**config.mk**
```make
export PLATFORM = sky130hd
export DESIGN_NAME = dmem_bus_arbiter
export DESIGN_NICKNAME = d
export VERILOG_FILES = /design/src/rtl/dmem_bus_arbiter_pkg.sv /design/src/rtl/dmem_bus_arbiter_rr_arbiter2.sv /design/src/rtl/dmem_bus_arbiter.sv
export SDC_FILE = /design/constraint.sdc
export NUM_CORES = 1
export LEC_CHECK = 0
export ABC_AREA = 1
export CAP_MARGIN = 20
export CORE_AREA = 8 8 227 229
export CTS_CLUSTER_SIZE = 25
export DETAILED_ROUTE_END_ITERATION = 10
export DIE_AREA = 0 0 235 237
export PLACE_DENSITY = 0.55
export SYNTH_ARGS = -nofsm -noshare
export SYNTH_HDL_FRONTEND = slang
export SYNTH_SLANG_ARGS = --single-unit
```
**constraint.sdc**
```tcl
create_clock -name iCLK -period 2.12 [get_ports iCLK]
set_clock_uncertainty 0.15 [all_clocks]
set_input_delay 0.424 -clock iCLK [delete_from_list [all_inputs] [get_ports iCLK]]
set_output_delay 0.424 -clock iCLK [all_outputs]
set_load 0.01 [all_outputs]
```
**src/rtl/dmem_bus_arbiter_pkg.sv**
```systemverilog
// Shared definitions for the two-master data-memory bus arbiter.
// Contains the controller state codes, the master indices and the grant encoding helper.
package dmem_bus_arbiter_pkg;

    typedef enum logic [1:0] {
        ARB_IDLE   = 2'd0,
        ARB_ACCESS = 2'd1,
        ARB_WAIT   = 2'd2,
        ARB_DONE   = 2'd3
    } arb_state_e;

    localparam logic ARB_M0 = 1'b0;
    localparam logic ARB_M1 = 1'b1;

    function automatic logic [1:0] grant_onehot(input logic idx);
        return (idx == ARB_M1) ? 2'b10 : 2'b01;
    endfunction

endpackage

```
**src/rtl/dmem_bus_arbiter_rr_arbiter2.sv**
```systemverilog
// Two-way round-robin pick with a registered priority pointer.
// The pointer moves to the non-winner whenever a transfer is acknowledged.
module rr_arbiter2
    import dmem_bus_arbiter_pkg::*;
(
    input  logic       iCLK,
    input  logic       iRST,
    input  logic [1:0] iReq,
    input  logic       iAdvance,
    input  logic       iWinner,
    output logic       oValid,
    output logic       oPick
);

    logic ptr_q;
    logic ptr_d;

    always_comb begin
        oValid = iReq[0] | iReq[1];
        if (iReq == 2'b11) begin
            oPick = ptr_q;
        end else begin
            oPick = iReq[1] ? ARB_M1 : ARB_M0;
        end
        ptr_d = iAdvance ? ~iWinner : ptr_q;
    end

    always_ff @(posedge iCLK) begin
        if (iRST) begin
            ptr_q <= ARB_M0;
        end else begin
            ptr_q <= ptr_d;
        end
    end

endmodule

```
**src/rtl/dmem_bus_arbiter.sv**
```systemverilog
// Shares the data-memory bus between the CPU (M0) and an auxiliary master (M1).
// One transfer at a time: winner's request is latched, driven for one cycle, then acked.
module dmem_bus_arbiter
    import dmem_bus_arbiter_pkg::*;
#(
    parameter int ADDR_W = 64,
    parameter int DATA_W = 64,
    parameter int BE_W   = 4,
    parameter int RD_LAT = 1
) (
    input  logic              iCLK,
    input  logic              iRST,
    input  logic              iM0Req,
    input  logic              iM0We,
    input  logic [BE_W-1:0]   iM0Be,
    input  logic [ADDR_W-1:0] iM0Addr,
    input  logic [DATA_W-1:0] iM0WData,
    output logic              oM0Ack,
    output logic [DATA_W-1:0] oM0RData,
    input  logic              iM1Req,
    input  logic              iM1We,
    input  logic [BE_W-1:0]   iM1Be,
    input  logic [ADDR_W-1:0] iM1Addr,
    input  logic [DATA_W-1:0] iM1WData,
    output logic              oM1Ack,
    output logic [DATA_W-1:0] oM1RData,
    output logic              DwReadEnable,
    output logic              DwWriteEnable,
    output logic [BE_W-1:0]   DwByteEnable,
    output logic [ADDR_W-1:0] DwAddress,
    output logic [DATA_W-1:0] DwWriteData,
    input  logic [DATA_W-1:0] DwReadData,
    output logic [1:0]        oGrant,
    output logic              oBusy,
    output logic [1:0]        oDbgState
);

    localparam int CNT_W = $clog2(RD_LAT + 1);
    localparam logic [CNT_W-1:0] CNT_LOAD = CNT_W'(RD_LAT - 1);
    localparam logic [CNT_W-1:0] CNT_ONE  = CNT_W'(1);

    arb_state_e        state_q;
    logic              owner_q;
    logic              we_q;
    logic [BE_W-1:0]   be_q;
    logic [ADDR_W-1:0] addr_q;
    logic [DATA_W-1:0] wdata_q;
    logic [CNT_W-1:0]  cnt_q;
    logic              rd_en_q;
    logic              wr_en_q;
    logic [1:0]        grant_q;
    logic              ack0_q;
    logic              ack1_q;
    logic [DATA_W-1:0] rdata0_q;
    logic [DATA_W-1:0] rdata1_q;

    logic              pick_valid;
    logic              pick;
    logic              pick_we;
    logic [BE_W-1:0]   pick_be;
    logic [ADDR_W-1:0] pick_addr;
    logic [DATA_W-1:0] pick_wdata;

    rr_arbiter2 u_rr (
        .iCLK     (iCLK),
        .iRST     (iRST),
        .iReq     ({iM1Req, iM0Req}),
        .iAdvance (ack0_q | ack1_q),
        .iWinner  (owner_q),
        .oValid   (pick_valid),
        .oPick    (pick)
    );

    always_comb begin
        pick_we    = (pick == ARB_M1) ? iM1We    : iM0We;
        pick_be    = (pick == ARB_M1) ? iM1Be    : iM0Be;
        pick_addr  = (pick == ARB_M1) ? iM1Addr  : iM0Addr;
        pick_wdata = (pick == ARB_M1) ? iM1WData : iM0WData;
    end

    always_ff @(posedge iCLK) begin
        if (iRST) begin
            state_q  <= ARB_IDLE;
            owner_q  <= ARB_M0;
            we_q     <= 1'b0;
            be_q     <= '0;
            addr_q   <= '0;
            wdata_q  <= '0;
            cnt_q    <= '0;
            rd_en_q  <= 1'b0;
            wr_en_q  <= 1'b0;
            grant_q  <= 2'b00;
            ack0_q   <= 1'b0;
            ack1_q   <= 1'b0;
            rdata0_q <= '0;
            rdata1_q <= '0;
        end else begin
            rd_en_q <= 1'b0;
            wr_en_q <= 1'b0;
            ack0_q  <= 1'b0;
            ack1_q  <= 1'b0;
            unique case (state_q)
                ARB_IDLE: begin
                    if (pick_valid) begin
                        owner_q <= pick;
                        we_q    <= pick_we;
                        be_q    <= pick_be;
                        addr_q  <= pick_addr;
                        wdata_q <= pick_wdata;
                        grant_q <= grant_onehot(pick);
                        wr_en_q <= pick_we;
                        rd_en_q <= ~pick_we;
                        // Writes complete in the access cycle itself.
                        ack0_q  <= pick_we & (pick == ARB_M0);
                        ack1_q  <= pick_we & (pick == ARB_M1);
                        state_q <= ARB_ACCESS;
                    end
                end
                ARB_ACCESS: begin
                    if (we_q) begin
                        grant_q <= 2'b00;
                        state_q <= ARB_IDLE;
                    end else begin
                        cnt_q <= CNT_LOAD;
                        if (RD_LAT == 1) begin
                            ack0_q  <= (owner_q == ARB_M0);
                            ack1_q  <= (owner_q == ARB_M1);
                            state_q <= ARB_DONE;
                        end else begin
                            state_q <= ARB_WAIT;
                        end
                    end
                end
                ARB_WAIT: begin
                    cnt_q <= cnt_q - CNT_ONE;
                    if (cnt_q == CNT_ONE) begin
                        ack0_q  <= (owner_q == ARB_M0);
                        ack1_q  <= (owner_q == ARB_M1);
                        state_q <= ARB_DONE;
                    end
                end
                ARB_DONE: begin
                    if (owner_q == ARB_M0) begin
                        rdata0_q <= DwReadData;
                    end else begin
                        rdata1_q <= DwReadData;
                    end
                    grant_q <= 2'b00;
                    state_q <= ARB_IDLE;
                end
                default: begin
                    state_q <= ARB_IDLE;
                end
            endcase
        end
    end

    // Slave data is only valid during DONE, so the owner sees it through a bypass
    // alongside its ack; the holding register keeps it afterwards.
    assign oM0RData = (state_q == ARB_DONE && owner_q == ARB_M0) ? DwReadData : rdata0_q;
    assign oM1RData = (state_q == ARB_DONE && owner_q == ARB_M1) ? DwReadData : rdata1_q;

    assign oM0Ack        = ack0_q;
    assign oM1Ack        = ack1_q;
    assign DwReadEnable  = rd_en_q;
    assign DwWriteEnable = wr_en_q;
    assign DwByteEnable  = be_q;
    assign DwAddress     = addr_q;
    assign DwWriteData   = wdata_q;
    assign oGrant        = grant_q;
    assign oBusy         = (state_q != ARB_IDLE);
    assign oDbgState     = state_q;

endmodule

```
# == Word-level counts from Yosys, hierarchy flattened ==
# Index checks and enable logic that the tools add are counted.
# totals
reg_bits,272
out_inout_bits,269
inputBits,334
word_cells,72
# op_classes
bitwise,9
eq_ne,8
reduce_logical,13
add_sub_neg,1
n_mux,26
# ops
cell,count
2-to-1 mux 64 bit,4
2-to-1 mux 2 bit,6
2-to-1 mux 1 bit,10
AND reduction 2 bit,5
inequality test 2 bit (second input constant),4
case mux 2 bit (4 select lines),1
== test 2 bit (second input constant),3
case mux 1 bit (3 select lines),2
case mux 2 bit (3 select lines),1
inverter 1 bit,5
2-to-1 mux 4 bit,1
nonzero test 2 bit,2
AND reduction 3 bit,1
nonzero test 3 bit,1
OR reduction 3 bit,1
AND 1 bit,2
== test 2 x 1 -> 1 bit (second input constant),1
logical AND 1 bit,2
zero test 2 bit,1
OR 1 bit,2
case mux 1 bit (2 select lines),1
subtractor 1 bit (second input constant),1

# == Logic depth before layout (Yosys ltp) ==
# Gate-level depths: netlist of run 1.
# logic_depth
word_depth,6
mapped_depth,10
ltp_nobuf,8

# == By module ==
# From an unflattened synthesis of run 1, not the netlist that was laid out.
# unflattened
hier_cells,1964
area_unflattened_um2,12545.8
# modules_own_cells
mod,instances,area_each_um2,seq_area_each_um2,cells_per_inst
dmem_bus_arbiter,1,12489.5,5425.2,1955
rr_arbiter2,1,56.3,20.0,9

# == Worst setup path after synthesis of run 1 ==
# No wires, ideal clock.
# synth_timing
path_type,register -> output
start,"register state_q[0], in the netlist oDbgState[0]"
end,output oM1RData[0]
t_required_ns,1.546
path_stages_with_launch,8
slack_ns,0.248
n_path_buf,3
arrival_ns,1.298
cell_sequence,dfxtp_1 buf_2 nand3_1 buf_2 buf_2 nand2_1 inv_1 a21oi_1
# synth_between
elab_chain_len,3
# synth_lines
item,line,source
"start, declared",dmem_bus_arbiter.sv:42,arb_state_e state_q;
"start signal, assigned",dmem_bus_arbiter.sv:83,state_q <= ARB_IDLE;
"start signal, assigned",dmem_bus_arbiter.sv:116,state_q <= ARB_ACCESS;
"start signal, assigned",dmem_bus_arbiter.sv:122,state_q <= ARB_IDLE;
== test 2 bit,dmem_bus_arbiter.sv:161,assign oM1RData = (state_q == ARB_DONE && owner_q == ARB_M1) ? DwReadData : rdata1_q;
logical AND 1 bit,dmem_bus_arbiter.sv:161,
2-to-1 mux 64 bit,dmem_bus_arbiter.sv:161,
"end, declared",dmem_bus_arbiter.sv:26,"output logic [DATA_W-1:0] oM1RData,"
# No other way between the ends.

# == Worst setup path in the final report of run 1 ==
# layout_timing
start,register owner_q
end,output oM0RData[3]
# layout_between
elab_chain_len,3
# layout_lines
item,line,source
"start, declared",dmem_bus_arbiter.sv:43,logic owner_q;
"start signal, assigned",dmem_bus_arbiter.sv:105,owner_q <= pick;
inverter 1 bit,dmem_bus_arbiter.sv:160,assign oM0RData = (state_q == ARB_DONE && owner_q == ARB_M0) ? DwReadData : rdata0_q;
logical AND 1 bit,dmem_bus_arbiter.sv:160,
2-to-1 mux 64 bit,dmem_bus_arbiter.sv:160,
"end, declared",dmem_bus_arbiter.sv:19,"output logic [DATA_W-1:0] oM0RData,"
# No other way between the ends.

==> flow_metrics.py, run 1 <==
metrics = {
    "synthesis": {
        "syn_nets": 2310,
        "syn_area_mm2": 0.0131,
        "synth_top_area_share_pct": 41.6,
        "synth_warnings": 0,
        "ys_async_sr_fraction_pct": 0,
        "post_synth.cell_area_avg_um2": 6.62,
        "yosysMostFrequentCell": "inv_1",
        "synthCells": 1976,
        "synthDistinctLibCells": 20,
        "yosysTopAreaCell": "dfxtp_1",
        "synth_area_leaders": "dfxtp_1 (42%), inv_1 (13%), nand2_1 (12%), nand3_1 (10%), nand4_1 (6.3%)",
        "synth_common_cells": "inv_1 (460), nand2_1 (408), nand3_1 (273), dfxtp_1 (272), nand4_1 (132)",
        "synth_flop_cell": "dfxtp_1",
        "yosys_register_bits": 272,
        "seq_area_frac_synth_pct": 41.6,
        "synth_edf_count": 0,
    },
    "setup_path": {
        "crit_type": "reg -> out",
        "crit_fanout": 7,
        "crit_path_end_kind": "output pin",
        "crit_arrival_ns": 1.85,
        "worstPathRequired_ns": 1.55,
        "cp-start-kind": "flop",
    },
    "job": {
        "cap_violations": 0,
    },
    "clocking": {
        "cts_sinks": 272,
        "numCtsBuffers": 36,
        "cts_buffer_depth": 3,
        "root_buffer": "clkbuf_16",
        "clock_latency_ns": 0.54,
        "cts_tree": "built",
        "path_clk_slew_ns": 0.05,
        "htreeDepth": 2,
    },
    "timing": {
        "fin_ws_ns": -0.309,
        "slew_viol_final": 0,
        "whs_ns": 0.232,
        "hold_viol": 0,
        "fin_crit_ns": 2.43,
        "rsz0062_at_grt": "yes",
        "max-slew-margin-rel_pct": 50.1,
        "worstMarginPinSlew_ns": 0.749,
        "finalSetupViolCount": 128,
        "fmax_mhz": 412,
        "post-route-period-util_pct": 115,
    },
    "finish": {
        "syn_to_final_growth_pct": 84.6,
        "final_cell_area_mm2": 0.0241,
        "fin_nets": 3005,
        "drive_gt1_share_pct": 27.1,
        "utilization_pct": 50.1,
        "final_cells": 3322,
    },
    "detailed_routing": {
        "routedWlPerCell_um": 19.7,
        "post-route-drc-count": 0,
        "vias_per_cell": 4.71,
        "routed_wl_um": 65300,
        "via_count": 15600,
        "dr.pass1.iters": 6,
        "drt-initial-drc-count": 1004,
        "ant_nets": 0,
    },
    "grt": {
        "grt_pass1_vias": 15100,
        "grt-ovfl-total": 0,
        "grt_pass1_wl_um": 94200,
        "antenna_found_initial": 10,
        "grt_max_degree": 138,
        "grt_usage_pct": 21.4,
    },
    "floorplan": {
        "initial_utilization_pct": 27.2,
        "die-area_mm2": 0.0557,
        "core_area_mm2": 0.0481,
        "die_y_um": 237,
        "ioPinCount": 603,
        "rows": 81,
        "die_w_um": 235,
    },
    "place": {
        "place_area_mm2": 0.0208,
        "dp.cells": 3204,
        "dpl.hpwl_um": 43800,
        "port_buffers": 602,
        "gp_congestion": 0.828,
        "dpl_worst_slack_ns": -0.505,
    },
    "status": {
        "violations": "negative setup slack",
        "status": "finished, violations left",
    },
    "power": {
        "leakage_nw": 11.9,
        "vdd_drop_max_mv": 0.613,
        "powerDensity_mw_per_mm2": 766,
    },
    "hold_path": {
        "hold_path.class": "in -> reg",
    },
}
==> metal layers <==
metal / share of wire [%] / track usage [%] / vias up
li1: - / - / 7609
met1: 39 / 24.7 / 7329
met2: 50 / 37.2 / 592
met3: 8.6 / 7.14 / 108
met4: 2.5 / 6.65 / 8
met5: 0.077 / 0 / -
==> layout make-up <==
type / instances / area (µm²)
fill: 4681 / 24000
antenna: 6 / 15.0
clock buffer: 55 / 1050
tap: 622 / 778
clock inverter: 6 / 87.6
timing repair buffer: 808 / 8290
multi-input combinational: 1090 / 6690
sequential: 272 / 5460
inverter: 463 / 1760
==> sequential cells by signal, summed over array words and instances (netlist names), 2 cells and up <==
| name | flops |
|---|---|
| oDbgState | 2 |
| oGrant | 2 |
| DwAddress | 64 |
| rdata0_q | 64 |
| rdata1_q | 64 |
| DwWriteData | 64 |
| DwByteEnable | 4 |
==> stage by stage <==
stage               TNS [ns]  power (mW)
floorplan                  0        8.59
global placement      -20.14        11.9
detailed placement    -22.00        12.0
CTS                   -34.81        18.4
global route          -39.76        19.4
finish                -29.20        18.5
==> final timing paths <==
| kind | startpoint | end | slack (ns) | cells after the start |
|---|---|---|---|---|
| setup / recovery | owner_q | oM0RData[3] | -0.31 | 8 |
| hold / removal | iRST | DwAddress[31] | 0.23 | 4 |
| setup reg to reg | oDbgState[0] | DwByteEnable[1] | 0.33 | 8 |
| hold reg to reg | cnt_q | cnt_q | 0.32 | 2 |
==> worst max-delay path: stages (launching register included) <==
cell	delay (ns)
dfxtp_4	0.36
inv_4	0.06
nand3_4	0.08
buf_12	0.16
buf_12	0.14
buf_16	0.15
o21ai_2	0.15
inv_1	0.07
buf_6	0.12
==> power breakdown <==
part           internal (mW)  switching, mW  leakage [nW]
registers               5.65          0.261          2.22
clock network           3.65           2.38         0.558
logic                   3.11           3.43          9.10
total                   12.4           6.07          11.9
==> repair_timing <==
item | 4_1_cts | 5_1_grt
pin swaps | 12 | 17
gates cloned | 16 | 15
gates resized for setup | 819 | 334
buffers inserted | 14 | 10
endpoints found under the hold margin | 0 | 0
setup endpoints to repair | 142 | 135
hold buffers | 0 | 0
==> kinds of logic (layout without fill, tap and decap cells) <==
kind of cell	Yosys count	count (layout)	share of synthesized area, %
AO/OA/AOI/OAI	203	203	9.08
buffers and inverters	614	1332	18.4
flip-flops	272	272	41.6
other	0	6	0
AND/OR/NAND/NOR	887	887	30.8
==> layout by cell type (no fill, tap or decap), drive strengths merged, types with 64 or more instances in the layout <==
cell and n:
dfxtp 272, nand2 411, clkbuf 67, o21ai 67, nor2 70, a21oi 72
a211oi 64, nand4 132, nand3 273, inv 464, clkdlybuf4s50 454, buf 320
Note: power is estimated with default switching activity, not from simulation.
==> run 2, diff against run 1 <==
Settings changed: TNS_END_PERCENT from default to 1.
==> run 2 against run 1 <==
The run still ends with negative setup slack left. Sequential share of layout area increased by 1.4 points. Worst setup slack improved by 0.00081 ns. Core utilization decreased by 2.9 points. Critical path depth unchanged. Via count decreased by 2.5%. Largest power group unchanged.
==> flow_metrics.py, run 2 (synthesis gave the netlist of run 1 again) <==
metrics = {
    "hold_path": {
        "hold_path.class": "in -> reg",
        "whs_path_depth": 4,
    },
    "floorplan": {
        "initial_utilization_pct": 27.2,
        "die-area_mm2": 0.0557,
        "die_w_um": 235,
        "die_y_um": 237,
        "rows": 81,
        "ioPinCount": 603,
        "core_area_mm2": 0.0481,
    },
    "clocking": {
        "cts_tree": "built",
        "cts_buffer_depth": 3,
        "cts_sinks": 272,
        "path_clk_slew_ns": 0.05,
        "htreeDepth": 2,
        "clock_latency_ns": 0.54,
        "numCtsBuffers": 36,
        "root_buffer": "clkbuf_16",
    },
    "detailed_routing": {
        "routed_wl_um": 62100,
        "post-route-drc-count": 0,
        "highest_layer": "met5",
        "drt-initial-drc-count": 972,
        "wl_met2_um": 30100,
        "vias_per_cell": 4.63,
        "dr.pass1.iters": 5,
        "wl_met3_um": 5660,
        "via_count": 15200,
        "ant_nets": 0,
        "met1_length_um": 24700,
        "routedWlPerCell_um": 18.9,
    },
    "finish": {
        "layout_commonest_cell": "clkdlybuf4s50_1",
        "regArea_mm2": 0.00546,
        "syn_to_final_growth_pct": 73.8,
        "num-fill-cells": 4880,
        "utilization_pct": 47.2,
        "fin_nets": 2974,
        "drive_gt1_share_pct": 19.6,
        "layout_common_cells": "clkdlybuf4s50_1 (454), inv_1 (441), nand2_1 (378)",
        "final_cells": 3291,
        "multi_input_area_mm2": 0.00596,
        "final_cell_area_mm2": 0.0227,
    },
    "status": {
        "status": "finished, violations left",
        "violations": "negative setup slack",
    },
    "timing": {
        "fin_crit_ns": 2.43,
        "finalSetupViolCount": 128,
        "fmax_mhz": 412,
        "fin_ws_ns": -0.308,
        "rsz0062_at_grt": "yes",
        "hold_viol": 0,
        "tns_ns": -27.38,
        "slew_viol_final": 0,
        "post-route-period-util_pct": 115,
        "whs_ns": 0.238,
        "max-slew-margin-rel_pct": 51.2,
        "worstMarginPinSlew_ns": 0.731,
    },
    "place": {
        "dp.cells": 3204,
        "gp_congestion": 0.828,
        "dpl.hpwl_um": 43800,
        "port_buffers": 602,
        "dpl_worst_slack_ns": -0.505,
        "place_area_mm2": 0.0208,
    },
    "setup_path": {
        "crit_arrival_ns": 1.85,
        "crit_path_end_kind": "output pin",
        "cp-start-kind": "flop",
        "ff2ff_path_depth": 8,
        "worstPathRequired_ns": 1.55,
        "crit_fanout": 8,
        "crit_type": "reg -> out",
    },
    "grt": {
        "grt_usage_pct": 21.1,
        "grt-ovfl-total": 0,
        "antenna_found_initial": 10,
        "grt_pass1_vias": 15000,
        "grt_max_degree": 138,
        "grt_pass1_wl_um": 93000,
    },
    "power": {
        "vdd_drop_max_mv": 0.600,
        "power_mw": 18.2,
        "leakage_nw": 11.5,
        "powerDensity_mw_per_mm2": 800,
    },
    "job": {
        "cap_violations": 0,
    },
}
## run 2: critical path, stage by stage (launching register included)
cell,delay [ns]
dfxtp_4,0.36
inv_4,0.06
nand3_4,0.09
buf_12,0.16
buf_12,0.15
buf_16,0.15
o21ai_4,0.16
inv_2,0.05
buf_6,0.12
## run 2: report_power, final
part / switching, mW / internal [mW]
clock network: 2.37 / 3.65
registers: 0.259 / 5.65
logic: 3.29 / 2.96
## run 2: metal layers
layer | track usage, % | up-vias
li1 | - | 7544
met1 | 24.4 | 6995
met2 | 36.4 | 597
met3 | 7.25 | 105
met4 | 6.58 | 8
met5 | 0 | -
## run 2: area by class of cell
| type | instances | share of cell area (%) |
|---|---|---|
| inverters | 463 | 7.72 |
| clock inverters | 6 | 0.385 |
| flip-flops and latches | 272 | 24.0 |
| multi-input cells | 1090 | 26.2 |
| diodes | 6 | 0.0660 |
| repair buffers | 777 | 33.6 |
| well taps | 622 | 3.42 |
| clock buffers | 55 | 4.63 |
## run 2: repair_timing
item | 4_1_cts | 5_1_grt
hold buffers | 0 | 0
resized for setup | 753 | 86
pin swaps | 8 | 6
setup endpoints to repair | 142 | 132
gates cloned | 11 | 1
setup buffers | 8 | 1
## run 2: path summary, 6_finish.rpt
kind,endpoint,start,slack (ns)
max,oM0RData[7],owner_q,-0.31
min,DwAddress[31],iRST,0.24
max reg2reg,DwByteEnable[1],oDbgState[0],0.33
min reg2reg,cnt_q,cnt_q,0.32
==> run 3, diff against run 2 <==
Settings changed: CORE_AREA 8 8 227 229 to 8 8 230 232, CTS_BUF_LIST from default to sky130_fd_sc_hd__clkbuf_2, DIE_AREA 0 0 235 237 to 0 0 238 240, PLACE_DENSITY 0.55 to 0.54, SKIP_LAST_GASP from default to 1.
==> run 3 against run 2 <==
The run still ends with negative setup slack left. Worst setup slack worse by 0.44 ns. Register-to-register slack worse by 0.35 ns. Via count up 14%. Power down 5.7%. Sequential share of layout area down 3.1 points. Clock-buffer cell count up 63. Critical path depth unchanged. Hold slack worse by 0.042 ns. Cell count up 16%. Die area up 2.6%. First-iteration DRC count down 0.72%. Cell area up 15%. Largest cell class unchanged. Highest routed layer unchanged.
==> flow_metrics.py, run 3 (synthesis gave the netlist of run 1 again) <==
metrics = {
    "detailed_routing": {
        "drt-initial-drc-count": 965,
        "ant_nets": 0,
        "dr.pass1.iters": 5,
        "post-route-drc-count": 0,
        "vias_per_cell": 4.57,
        "routedWlPerCell_um": 17.9,
        "routed_wl_um": 68200,
        "via_count": 17400,
    },
    "finish": {
        "layout_common_cells": "clkdlybuf4s50_1 (471), inv_1 (457), dlygate4sd3_1 (398)",
        "final_cell_area_mm2": 0.0261,
        "fin_nets": 3403,
        "layout_commonest_cell": "clkdlybuf4s50_1",
        "final_cells": 3805,
        "syn_to_final_growth_pct": 99.4,
        "drive_gt1_share_pct": 14.7,
    },
    "place": {
        "gp_congestion": 0.878,
        "place_area_mm2": 0.0208,
        "dpl.hpwl_um": 42700,
        "port_buffers": 602,
        "dp.cells": 3243,
    },
    "job": {
        "cap_violations": 0,
    },
    "floorplan": {
        "ioPinCount": 603,
        "rows": 82,
        "die-area_mm2": 0.0571,
        "die_w_um": 238,
        "core_area_mm2": 0.0495,
        "die_y_um": 240,
        "initial_utilization_pct": 26.4,
    },
    "timing": {
        "fin_crit_ns": 2.86,
        "max-slew-margin-rel_pct": 48.5,
        "worstMarginPinSlew_ns": 0.773,
        "finalSetupViolCount": 270,
        "fin_ws_ns": -0.744,
        "post-route-period-util_pct": 135,
        "rsz0062_at_grt": "yes",
        "hold_viol": 0,
        "fmax_mhz": 349,
        "slew_viol_final": 0,
    },
    "grt": {
        "antenna_found_initial": 7,
        "grt_pass1_wl_um": 100000,
        "grt-ovfl-total": 0,
        "grt_pass1_vias": 17600,
        "grt_usage_pct": 22.0,
        "grt_max_degree": 138,
    },
    "status": {
        "violations": "negative setup slack",
        "status": "finished, violations left",
    },
    "clocking": {
        "clock_latency_ns": 1.01,
        "numCtsBuffers": 83,
        "cts_sinks": 272,
        "path_clk_slew_ns": 0.07,
        "cts_buffer_depth": 3,
        "htreeDepth": 3,
        "root_buffer": "clkbuf_2",
        "cts_tree": "built",
    },
    "setup_path": {
        "crit_type": "reg -> out",
        "cp-start-kind": "flop",
        "ff2ff_path_depth": 8,
        "crit_arrival_ns": 2.29,
        "reg2reg_from": "oDbgState[0]",
        "cp-startpoint": "oDbgState[1]",
        "endpoint": "oM0RData[44]",
        "r2r_setup_slack_ns": -0.02,
        "worstPathRequired_ns": 1.55,
        "crit_fanout": 12,
        "crit_path_end_kind": "output pin",
        "r2r-end": "DwAddress[7]",
    },
    "power": {
        "powerDensity_mw_per_mm2": 657,
        "vdd_drop_max_mv": 0.336,
        "leakage_nw": 13.7,
    },
    "hold_path": {
        "hold_path.class": "in -> reg",
    },
}
==> run 3: cell count changes in the layout (fill, tap and decap cells not counted), sizes merged, moves of 11 or more <==
cell,before,now
buf,290,169
clkbuf,56,183
clkdlybuf4s15,11,0
clkdlybuf4s50,454,471
clkinv,3,18
dlygate4sd2,14,0
dlygate4sd3,0,398
dlymetal6s2s,4,56
==> run 3: metrics by stage <==
stage / power (mW) / setup slack (ns) / TNS, ns / hold WS (ns) / util [%]
2_1_floorplan: 8.59 / 0.248 / 0 / 0.289 / -
3_3_place_gp: 11.8 / -0.336 / -22.00 / 0.300 / 42.0
3_5_place_dp: 11.8 / -0.346 / -22.39 / 0.307 / 42.0
4_1_cts: 17.1 / -1.34 / -239.87 / 0.0229 / 51.6
5_1_grt: 18.3 / -0.962 / -192.90 / 0.139 / 52.7
6_report: 17.1 / -0.744 / -141.09 / 0.195 / 52.7
==> run 3: how the worst min path moves through the flow <==
stage	startpoint	end	slack, ns	depth (start not counted)
2_1_floorplan	cnt_q	cnt_q	0.29	2
3_3_place_gp	cnt_q	cnt_q	0.30	2
3_5_place_dp	cnt_q	cnt_q	0.31	2
4_1_cts	iM0Req	oDbgState[0]	0.02	5
5_1_grt	iM0Req	oDbgState[0]	0.14	5
6_report	iM0Req	oDbgState[0]	0.20	5
==> run 3: timing repair <==
item	4_1_cts	5_1_grt
setup endpoints to repair	269	299
endpoints found under the hold margin	272	0
pin swaps	0	1
cloned	0	11
hold buffers	398	0
setup buffers	0	4
resized for setup	37	393
==> run 3: cell type report <==
class	instances	area, µm²
clock inverters	24	184
well taps	672	841
diodes	7	17.5
multi-input cells	1090	5690
clock buffers	118	591
fillers	4642	23400
flip-flops and latches	272	5450
inverters	463	1750
repair buffers	1159	11600
==> run 3: per-layer routing <==
layer / GRT usage, % / wire length [µm] / vias to the layer above
li1: - / - / 8441
met4: 9.77 / 2560 / 2
met5: 0 / 13 / -
met2: 36.9 / 32400 / 758
met3: 9.25 / 7360 / 169
met1: 24.2 / 25800 / 8012
==> run 3: critical path, stage by stage, from the launching register on <==
cell and delay, ns:
dfxtp_4 0.38, buf_12 0.10, nand3_4 0.12, buf_6 0.17, clkbuf_16 0.18, nand2_1 0.12
o21ai_4 0.07, inv_1 0.05, clkbuf_2 0.12
==> run 3: report_power, final <==
group	internal (mW)	total [mW]	leakage, nW	switching (mW)
sequential	5.64	5.89	2.22	0.252
combinational	3.43	6.89	10.9	3.46
clock	1.86	4.36	0.584	2.50
total	10.9	17.1	13.7	6.21
